==> src/rtl/uart_rx.sv <==
// UART receiver: 8 data bits LSB first, even parity, 1 stop bit.
// Oversamples the line, validates the frame and writes good bytes to a byte RAM.
// A 0x00 byte terminates a message: done pulses and the address restarts at 0.
module uart_rx #(
  parameter int unsigned OVERSAMPLE = 16,
  parameter int unsigned ADDR_W     = 8
) (
  input  logic              clk,
  input  logic              rst_n,
  input  logic              rx,
  output logic [ADDR_W-1:0] wr_addr,
  output logic [7:0]        wr_data,
  output logic              wr_en,
  output logic              done,
  output logic              parity_err,
  output logic              frame_err,
  output logic              idle
);

  localparam int unsigned CntW = $clog2(OVERSAMPLE);
  localparam logic [CntW-1:0] CntLast = CntW'(OVERSAMPLE - 1);
  localparam logic [CntW-1:0] CntMid  = CntW'(OVERSAMPLE / 2 - 1);

  typedef enum logic [2:0] {
    StIdle,
    StStart,
    StData,
    StParity,
    StStop,
    StBreak
  } state_e;

  state_e            state_q, state_d;
  logic [CntW-1:0]   cnt_q, cnt_d;
  logic [2:0]        bit_q, bit_d;
  logic [7:0]        shift_q, shift_d;
  logic              par_q, par_d;
  logic              rx_meta_q, rx_s_q;
  logic [ADDR_W-1:0] addr_q, addr_d;
  logic [7:0]        wr_data_q, wr_data_d;
  logic              wr_en_q, wr_en_d;
  logic              done_q, done_d;
  logic              perr_q, perr_d;
  logic              ferr_q, ferr_d;

  // Two-flop synchronizer; idle-high so reset does not look like a start edge.
  always_ff @(posedge clk or negedge rst_n) begin
    if (!rst_n) begin
      rx_meta_q <= 1'b1;
      rx_s_q    <= 1'b1;
    end else begin
      rx_meta_q <= rx;
      rx_s_q    <= rx_meta_q;
    end
  end

  // Frame state, counters and registered write-port outputs.
  always_ff @(posedge clk or negedge rst_n) begin
    if (!rst_n) begin
      state_q   <= StIdle;
      cnt_q     <= '0;
      bit_q     <= '0;
      shift_q   <= '0;
      par_q     <= 1'b0;
      addr_q    <= '0;
      wr_data_q <= '0;
      wr_en_q   <= 1'b0;
      done_q    <= 1'b0;
      perr_q    <= 1'b0;
      ferr_q    <= 1'b0;
    end else begin
      state_q   <= state_d;
      cnt_q     <= cnt_d;
      bit_q     <= bit_d;
      shift_q   <= shift_d;
      par_q     <= par_d;
      addr_q    <= addr_d;
      wr_data_q <= wr_data_d;
      wr_en_q   <= wr_en_d;
      done_q    <= done_d;
      perr_q    <= perr_d;
      ferr_q    <= ferr_d;
    end
  end

  // Next-state decode; every sample is taken at the middle of its bit.
  always_comb begin
    state_d   = state_q;
    cnt_d     = cnt_q;
    bit_d     = bit_q;
    shift_d   = shift_q;
    par_d     = par_q;
    wr_data_d = wr_data_q;
    wr_en_d   = 1'b0;
    done_d    = 1'b0;
    perr_d    = 1'b0;
    ferr_d    = 1'b0;

    // Address advances the cycle after a write; a terminator restarts the message.
    addr_d = addr_q;
    if (wr_en_q) begin
      addr_d = done_q ? '0 : addr_q + ADDR_W'(1);
    end

    unique case (state_q)
      StIdle: begin
        if (!rx_s_q) begin
          state_d = StStart;
          cnt_d   = '0;
          bit_d   = '0;
          par_d   = 1'b0;
        end
      end
      StStart: begin
        if (cnt_q == CntMid) begin
          cnt_d   = '0;
          state_d = rx_s_q ? StIdle : StData;
        end else begin
          cnt_d = cnt_q + CntW'(1);
        end
      end
      StData: begin
        if (cnt_q == CntLast) begin
          cnt_d          = '0;
          shift_d[bit_q] = rx_s_q;
          par_d          = par_q ^ rx_s_q;
          if (bit_q == 3'd7) begin
            state_d = StParity;
          end else begin
            bit_d = bit_q + 3'd1;
          end
        end else begin
          cnt_d = cnt_q + CntW'(1);
        end
      end
      StParity: begin
        if (cnt_q == CntLast) begin
          cnt_d   = '0;
          par_d   = par_q ^ rx_s_q;
          state_d = StStop;
        end else begin
          cnt_d = cnt_q + CntW'(1);
        end
      end
      StStop: begin
        if (cnt_q == CntLast) begin
          cnt_d = '0;
          if (!rx_s_q) begin
            // Framing error masks any parity error in the same frame.
            ferr_d  = 1'b1;
            state_d = StBreak;
          end else if (par_q) begin
            perr_d  = 1'b1;
            state_d = StIdle;
          end else begin
            wr_en_d   = 1'b1;
            wr_data_d = shift_q;
            done_d    = (shift_q == 8'h00);
            state_d   = StIdle;
          end
        end else begin
          cnt_d = cnt_q + CntW'(1);
        end
      end
      StBreak: begin
        if (rx_s_q) begin
          state_d = StIdle;
        end
      end
      default: begin
        state_d = StIdle;
      end
    endcase
  end

  assign wr_addr    = addr_q;
  assign wr_data    = wr_data_q;
  assign wr_en      = wr_en_q;
  assign done       = done_q;
  assign parity_err = perr_q;
  assign frame_err  = ferr_q;
  assign idle       = (state_q == StIdle);

endmodule
==> config.mk <==
export PLATFORM = sky130hd
export DESIGN_NAME = uart_rx
export DESIGN_NICKNAME = d
export VERILOG_FILES = /design/src/rtl/uart_rx.sv
export SDC_FILE = /design/constraint.sdc
export NUM_CORES = 1
export LEC_CHECK = 0
export ABC_CLOCK_PERIOD_IN_PS = 2000
export BUFFER_PORTS_ARGS = -buffer_cell sky130_fd_sc_hd__buf_2
export CAP_MARGIN = 20
export CELL_PAD_IN_SITES_DETAIL_PLACEMENT = 0
export CELL_PAD_IN_SITES_GLOBAL_PLACEMENT = 2
export CORE_MARGIN = 3
export CORE_UTILIZATION = 34
export CTS_CLUSTER_DIAMETER = 80
export CTS_CLUSTER_SIZE = 14
export DETAILED_ROUTE_END_ITERATION = 10
export PLACE_DENSITY = 0.7
export REMOVE_ABC_BUFFERS = 1
export SYNTH_ARGS = -nofsm -noshare
export SYNTH_HDL_FRONTEND = slang
export SYNTH_SLANG_ARGS = --single-unit
export TNS_END_PERCENT = 30
==> constraint.sdc <==
create_clock -name clk -period 2 [get_ports clk]
set_input_delay 0.4 -clock clk [delete_from_list [all_inputs] [get_ports clk]]
set_output_delay 0.4 -clock clk [all_outputs]
set_load 0.01 [all_outputs]
==> reports/qor.yml, run 1 <==
drc: 0
hold_path.class: "in -> async"
dr.first_iter.drc_count: 82
ys_seq_area_frac: 0.523
min_period_ns: 1.85
yosys_register_bits: 41
drive_gt1_frac: 0.346
synth-main-ff-cell: "dfrtp_1"
setup_ws_ns: 0.148
core_um2: 5540
postSynthCellCount: 175
area.growth.synth_to_final_pct: 18.3
hold_viol_final: 0
fin_worst_skew_ns: 0.00623
final_area_um2: 2330
cts_tree: "yes"
synth_edf_count: 0
whs_ns: 0.0539
cts_setup_buffers: 0
grt_usage: 0.122
ctsLongestPathBuffers: 2
maxCapViolations: 0
cts_root_buf: "clkbuf_8"
required_ns: 2.18
power_frac_comb: 0.266
viasPerCell: 5.09
cts_num_sinks: 41
worst_pin_slew_ns: 0.486
htree_levels: 2
ys_types: 45
cp-start-kind: "flip-flop"
switchingPower_uw: 672
rsz0062_at_grt: "false"
fin_util: 0.420
endpoint_kind: "flip-flop"
pin_count: 24
cts_buffers: 5
fp.dieH_um: 82.1
place_congestion: 0.721
ys_warn_count: 0
setup_violations: 0
p_clk_frac: 0.257
maxSlewViolCount: 0
tns_ns: 0
timing.rr.start: "cnt_q[0]"
num_vias: 1425
num-nets-final: 216
syn_area_um2: 1970
clkTransAtPathRegs_ns: 0.08
clock_latency_ns: 0.29
antenna_found_initial: 0
switching_share: 0.326
outcome: "finished, final reports clean"
fp.dieArea_um2: 6730
crit_fanout: 4
dpl_worst_slack_ns: 0.0636
layout_commonest_cell: "dfrtp_1"
grt_pass1_wl_um: 6290
min_period_over_period: 0.926
crit_type: "reg -> reg"
antenna_left: 0
grt_pass1_vias: 1351
wl_per_cell_um: 14.2
total_leakage_power_nw: 1.12
reg2reg_depth: 5
die_w_um: 82.1
rows: 27
crit_arrival_ns: 2.03
first_pass_iters: 4
relSlewSlack: 0.673
reg2reg_to: "shift_q[2]"
power_density_nw_per_um2: 887
placed_area_um2: 2220
initial_core_util: 0.355
grt_overflow: 0
p_int_mw: 1.39
diodes: 0
p_seq_frac: 0.477
final_cell_mix: "dfrtp_1 (39), buf_2 (23), mux2_2 (22), inv_1 (11)"
r2r_slack_ns: 0.15
wirelength_um: 3990
io_buffers: 23
syn_avg_cell_area_um2: 11.2
dp_hpwl_um: 2910
ir_drop_mv: 0.344
grt_max_degree: 23
max_freq_mhz: 540
synthArstFlopShare: 1.00
[worst max-delay path: stages, from the launching register on]
cell and delay (ns):
dfrtp_1 0.43, ha_4 0.18, nand3_2 0.09, or4_4 0.47, nor3b_4 0.22, mux2_2 0.35
[layer usage]
| layer | vias up | GRT usage | share of wire |
|---|---|---|---|
| li1 | 687 | - | - |
| met1 | 712 | 0.157 | 0.45 |
| met2 | 24 | 0.200 | 0.50 |
| met3 | 2 | 0.0296 | 0.039 |
| met4 | 0 | 0.0449 | 0.0053 |
| met5 | - | 0 | 0 |
[Yosys cell counts (2+ instances only)]
cell,n,share of area
a211oi_1,3,0.011
a21oi_1,9,0.023
a22o_1,2,0.0089
buf_1,2,0.0038
clkbuf_1,3,0.0057
dfrtp_1,39,0.50
dfstp_2,2,0.027
ha_1,6,0.038
inv_1,11,0.021
mux2_2,22,0.13
nand2_1,10,0.019
nand3_1,5,0.013
nand3b_1,3,0.011
nor2_1,10,0.019
nor2b_1,2,0.0064
nor3_1,5,0.013
nor3b_2,2,0.013
nor4_1,3,0.0095
o21ai_0,4,0.010
o22ai_1,3,0.0095
or3_1,3,0.0095
xnor2_1,3,0.013
[area by class of cell]
type                    count  area [µm²]
multi-input cells         116         885
clock inverters             3        17.5
well taps                  72        90.1
flip-flops and latches     41        1030
fillers                   552        3210
repair buffers             32         195
inverters                  11        41.3
clock buffers               5        68.8
[kinds of logic after synthesis]
logic type | synth area share
XOR/XNOR | 0.0178
adder cells (fa/ha/maj) | 0.0382
multiplexers | 0.131
flip-flops | 0.523
buffers and inverters | 0.0369
AO/OA/AOI/OAI | 0.0929
AND/OR/NAND/NOR | 0.160
[per-stage QoR]
step,total power [mW],instances
6_report,2.06,280
5_1_grt,2.19,280
3_5_place_dp,1.52,272
2_1_floorplan,1.31,168
4_1_cts,2.06,280
3_3_place_gp,1.50,272
[power groups by stage]
stage	combinational [mW]	sequential, mW	clock [mW]
6_report	0.548	0.985	0.531
4_1_cts	0.533	0.973	0.558
3_3_place_gp	0.517	0.986	0
3_5_place_dp	0.531	0.990	0
2_1_floorplan	0.325	0.985	0
5_1_grt	0.602	0.995	0.589
[repair_timing]
item,in CTS,in global routing
endpoints found under the setup margin,0,1
hold buffers,0,0
endpoints found under the hold margin,0,0
gates resized for setup,0,3
[registers in the layout, summed over array words and instances (netlist names), 3 cells and up]
register / flops
shift_q: 8
wr_addr: 8
wr_data: 8
cnt_q: 4
bit_q: 3
state_q: 3
[worst max path at each step]
stage / to / start / slack [ns]
2_1_floorplan: shift_q[2] / cnt_q[1] / 0.12
3_3_place_gp: shift_q[2] / cnt_q[1] / 0.10
3_5_place_dp: shift_q[2] / cnt_q[1] / 0.06
4_1_cts: shift_q[2] / cnt_q[1] / 0.03
5_1_grt: shift_q[2] / cnt_q[0] / 0.05
6_report: shift_q[2] / cnt_q[0] / 0.15
(Power assumes the default switching activity.)
==> inputs of run 2 (changes only) <==
--- a/config.mk
+++ b/config.mk
@@ -17,6 +17,7 @@
 export DETAILED_ROUTE_END_ITERATION = 10
 export PLACE_DENSITY = 0.7
 export REMOVE_ABC_BUFFERS = 1
+export SETUP_SLACK_MARGIN = 0.2
 export SYNTH_ARGS = -nofsm -noshare
 export SYNTH_HDL_FRONTEND = slang
 export SYNTH_SLANG_ARGS = --single-unit
==> run 2 against run 1 <==
Worst hold slack improved by 0.0041 ns. Register-to-register slack improved by 0.06 ns. Maximum frequency rose by 3.5%. Via count fell by 0.35%. Total power rose by 0.87%. Clock power barely moved. Critical endpoint unchanged. Largest cell class unchanged. Largest power group unchanged.
==> reports/qor.yml, run 2 (same netlist as run 1, synthesis figures left out) <==
fp.dieH_um: 82.1
grt_max_degree: 23
power_density_nw_per_um2: 888
num-nets-final: 219
crit_arrival_ns: 1.97
initial_core_util: 0.355
fp.dieArea_um2: 6730
wirelength_um: 3960
hold_buffers: 0
cts_root_buf: "clkbuf_8"
wl_per_cell_um: 14.0
total_leakage_power_nw: 1.13
place_congestion: 0.721
final_cell_mix: "dfrtp_1 (38), buf_2 (23), mux2_2 (22), inv_1 (11), buf_4 (11)"
hold_viol_final: 0
worst_pin_slew_ns: 0.483
critPathLaunch: "state_q[2]"
cts_buffers: 5
dp.cells: 272
grt_overflow: 0
timing.rr.start: "state_q[2]"
htree_levels: 2
min_period_over_period: 0.894
grt_pass1_vias: 1361
grt_usage: 0.123
die_w_um: 82.1
met1_length_um: 1780
ctsLongestPathBuffers: 2
area.growth.synth_to_final_pct: 19.2
io_buffers: 23
cp-start-kind: "flip-flop"
first_pass_iters: 4
setup_violations: 0
antenna_found_initial: 0
reg2reg_depth: 4
ir_drop_mv: 0.409
drc: 0
whs_ns: 0.0579
rows: 27
dp_hpwl_um: 2910
hold_path.class: "in -> async"
drive_gt1_frac: 0.374
grt_pass1_wl_um: 6330
crit_type: "reg -> reg"
met3WireLength_um: 154
fin_util: 0.423
top_layer_used: "met4"
r2r_slack_ns: 0.21
required_ns: 2.18
num_vias: 1420
dr.first_iter.drc_count: 75
dr_wl_met2_um: 1990
critPathCapture: "shift_q[2]"
cts_num_sinks: 41
max_freq_mhz: 559
reg2reg_to: "shift_q[2]"
clkTransAtPathRegs_ns: 0.08
crit_fanout: 5
relSlewSlack: 0.675
fin_cells: 283
layout_commonest_cell: "dfrtp_1"
fin_worst_skew_ns: 0.00318
maxCapViolations: 0
rsz0062_at_grt: "true"
core_um2: 5540
maxSlewViolCount: 0
antenna_left: 0
cts_tree: "yes"
nFillCells: 546
diodes: 0
viasPerCell: 5.02
min_period_ns: 1.79
tns_ns: 0
outcome: "finished, final reports clean"
pin_count: 24
clock_latency_ns: 0.29
endpoint_kind: "flip-flop"
run 2: per-stage QoR:
stage / setup slack [ns] / area (µm²) / total power, mW
3_5_place_dp: 0.0636 / 2220 / 1.52
3_3_place_gp: 0.102 / 2220 / 1.50
4_1_cts: 0.165 / 2330 / 2.11
5_1_grt: 0.126 / 2340 / 2.21
2_1_floorplan: 0.123 / 1940 / 1.31
6_report: 0.211 / 2340 / 2.08
run 2: layout make-up:
cell class | count | area [µm²] | share of cell area
flip-flops and latches | 41 | 1030 | 0.439
multi-input cells | 116 | 880 | 0.375
repair buffers | 35 | 218 | 0.0928
well taps | 72 | 90.1 | 0.0384
clock buffers | 5 | 68.8 | 0.0293
inverters | 11 | 41.3 | 0.0176
clock inverters | 3 | 17.5 | 0.00747
run 2: where the power goes:
part / switching, mW / internal (mW)
combinational: 0.308 / 0.277
sequential: 0.0759 / 0.893
clock: 0.288 / 0.241
run 2: metal layers:
layer,global-route usage,vias up
li1,-,693
met1,0.156,701
met2,0.202,24
met3,0.0296,2
met4,0.0449,0
met5,0,-
run 2: worst min path at each step:
stage,slack (ns),end,startpoint
floorplan,0.10,bit_q[0],rst_n
global placement,0.35,rx_s_q,rx_meta_q
detailed placement,0.35,rx_s_q,rx_meta_q
CTS,0.06,wr_data[5],rst_n
global route,0.07,wr_data[5],rst_n
finish,0.06,wr_data[7],rst_n
run 2: critical path, cell delays in order, from the launching register on:
cell	delay, ns
dfrtp_1	0.43
nand2b_1	0.18
or4_4	0.52
nor3b_2	0.20
mux2_2	0.35
run 2: repair_timing:
action,CTS,global route
endpoints found under the setup margin,16,22
endpoints found under the hold margin,0,0
pin swaps,3,0
setup buffers,3,0
resized for setup,1,4
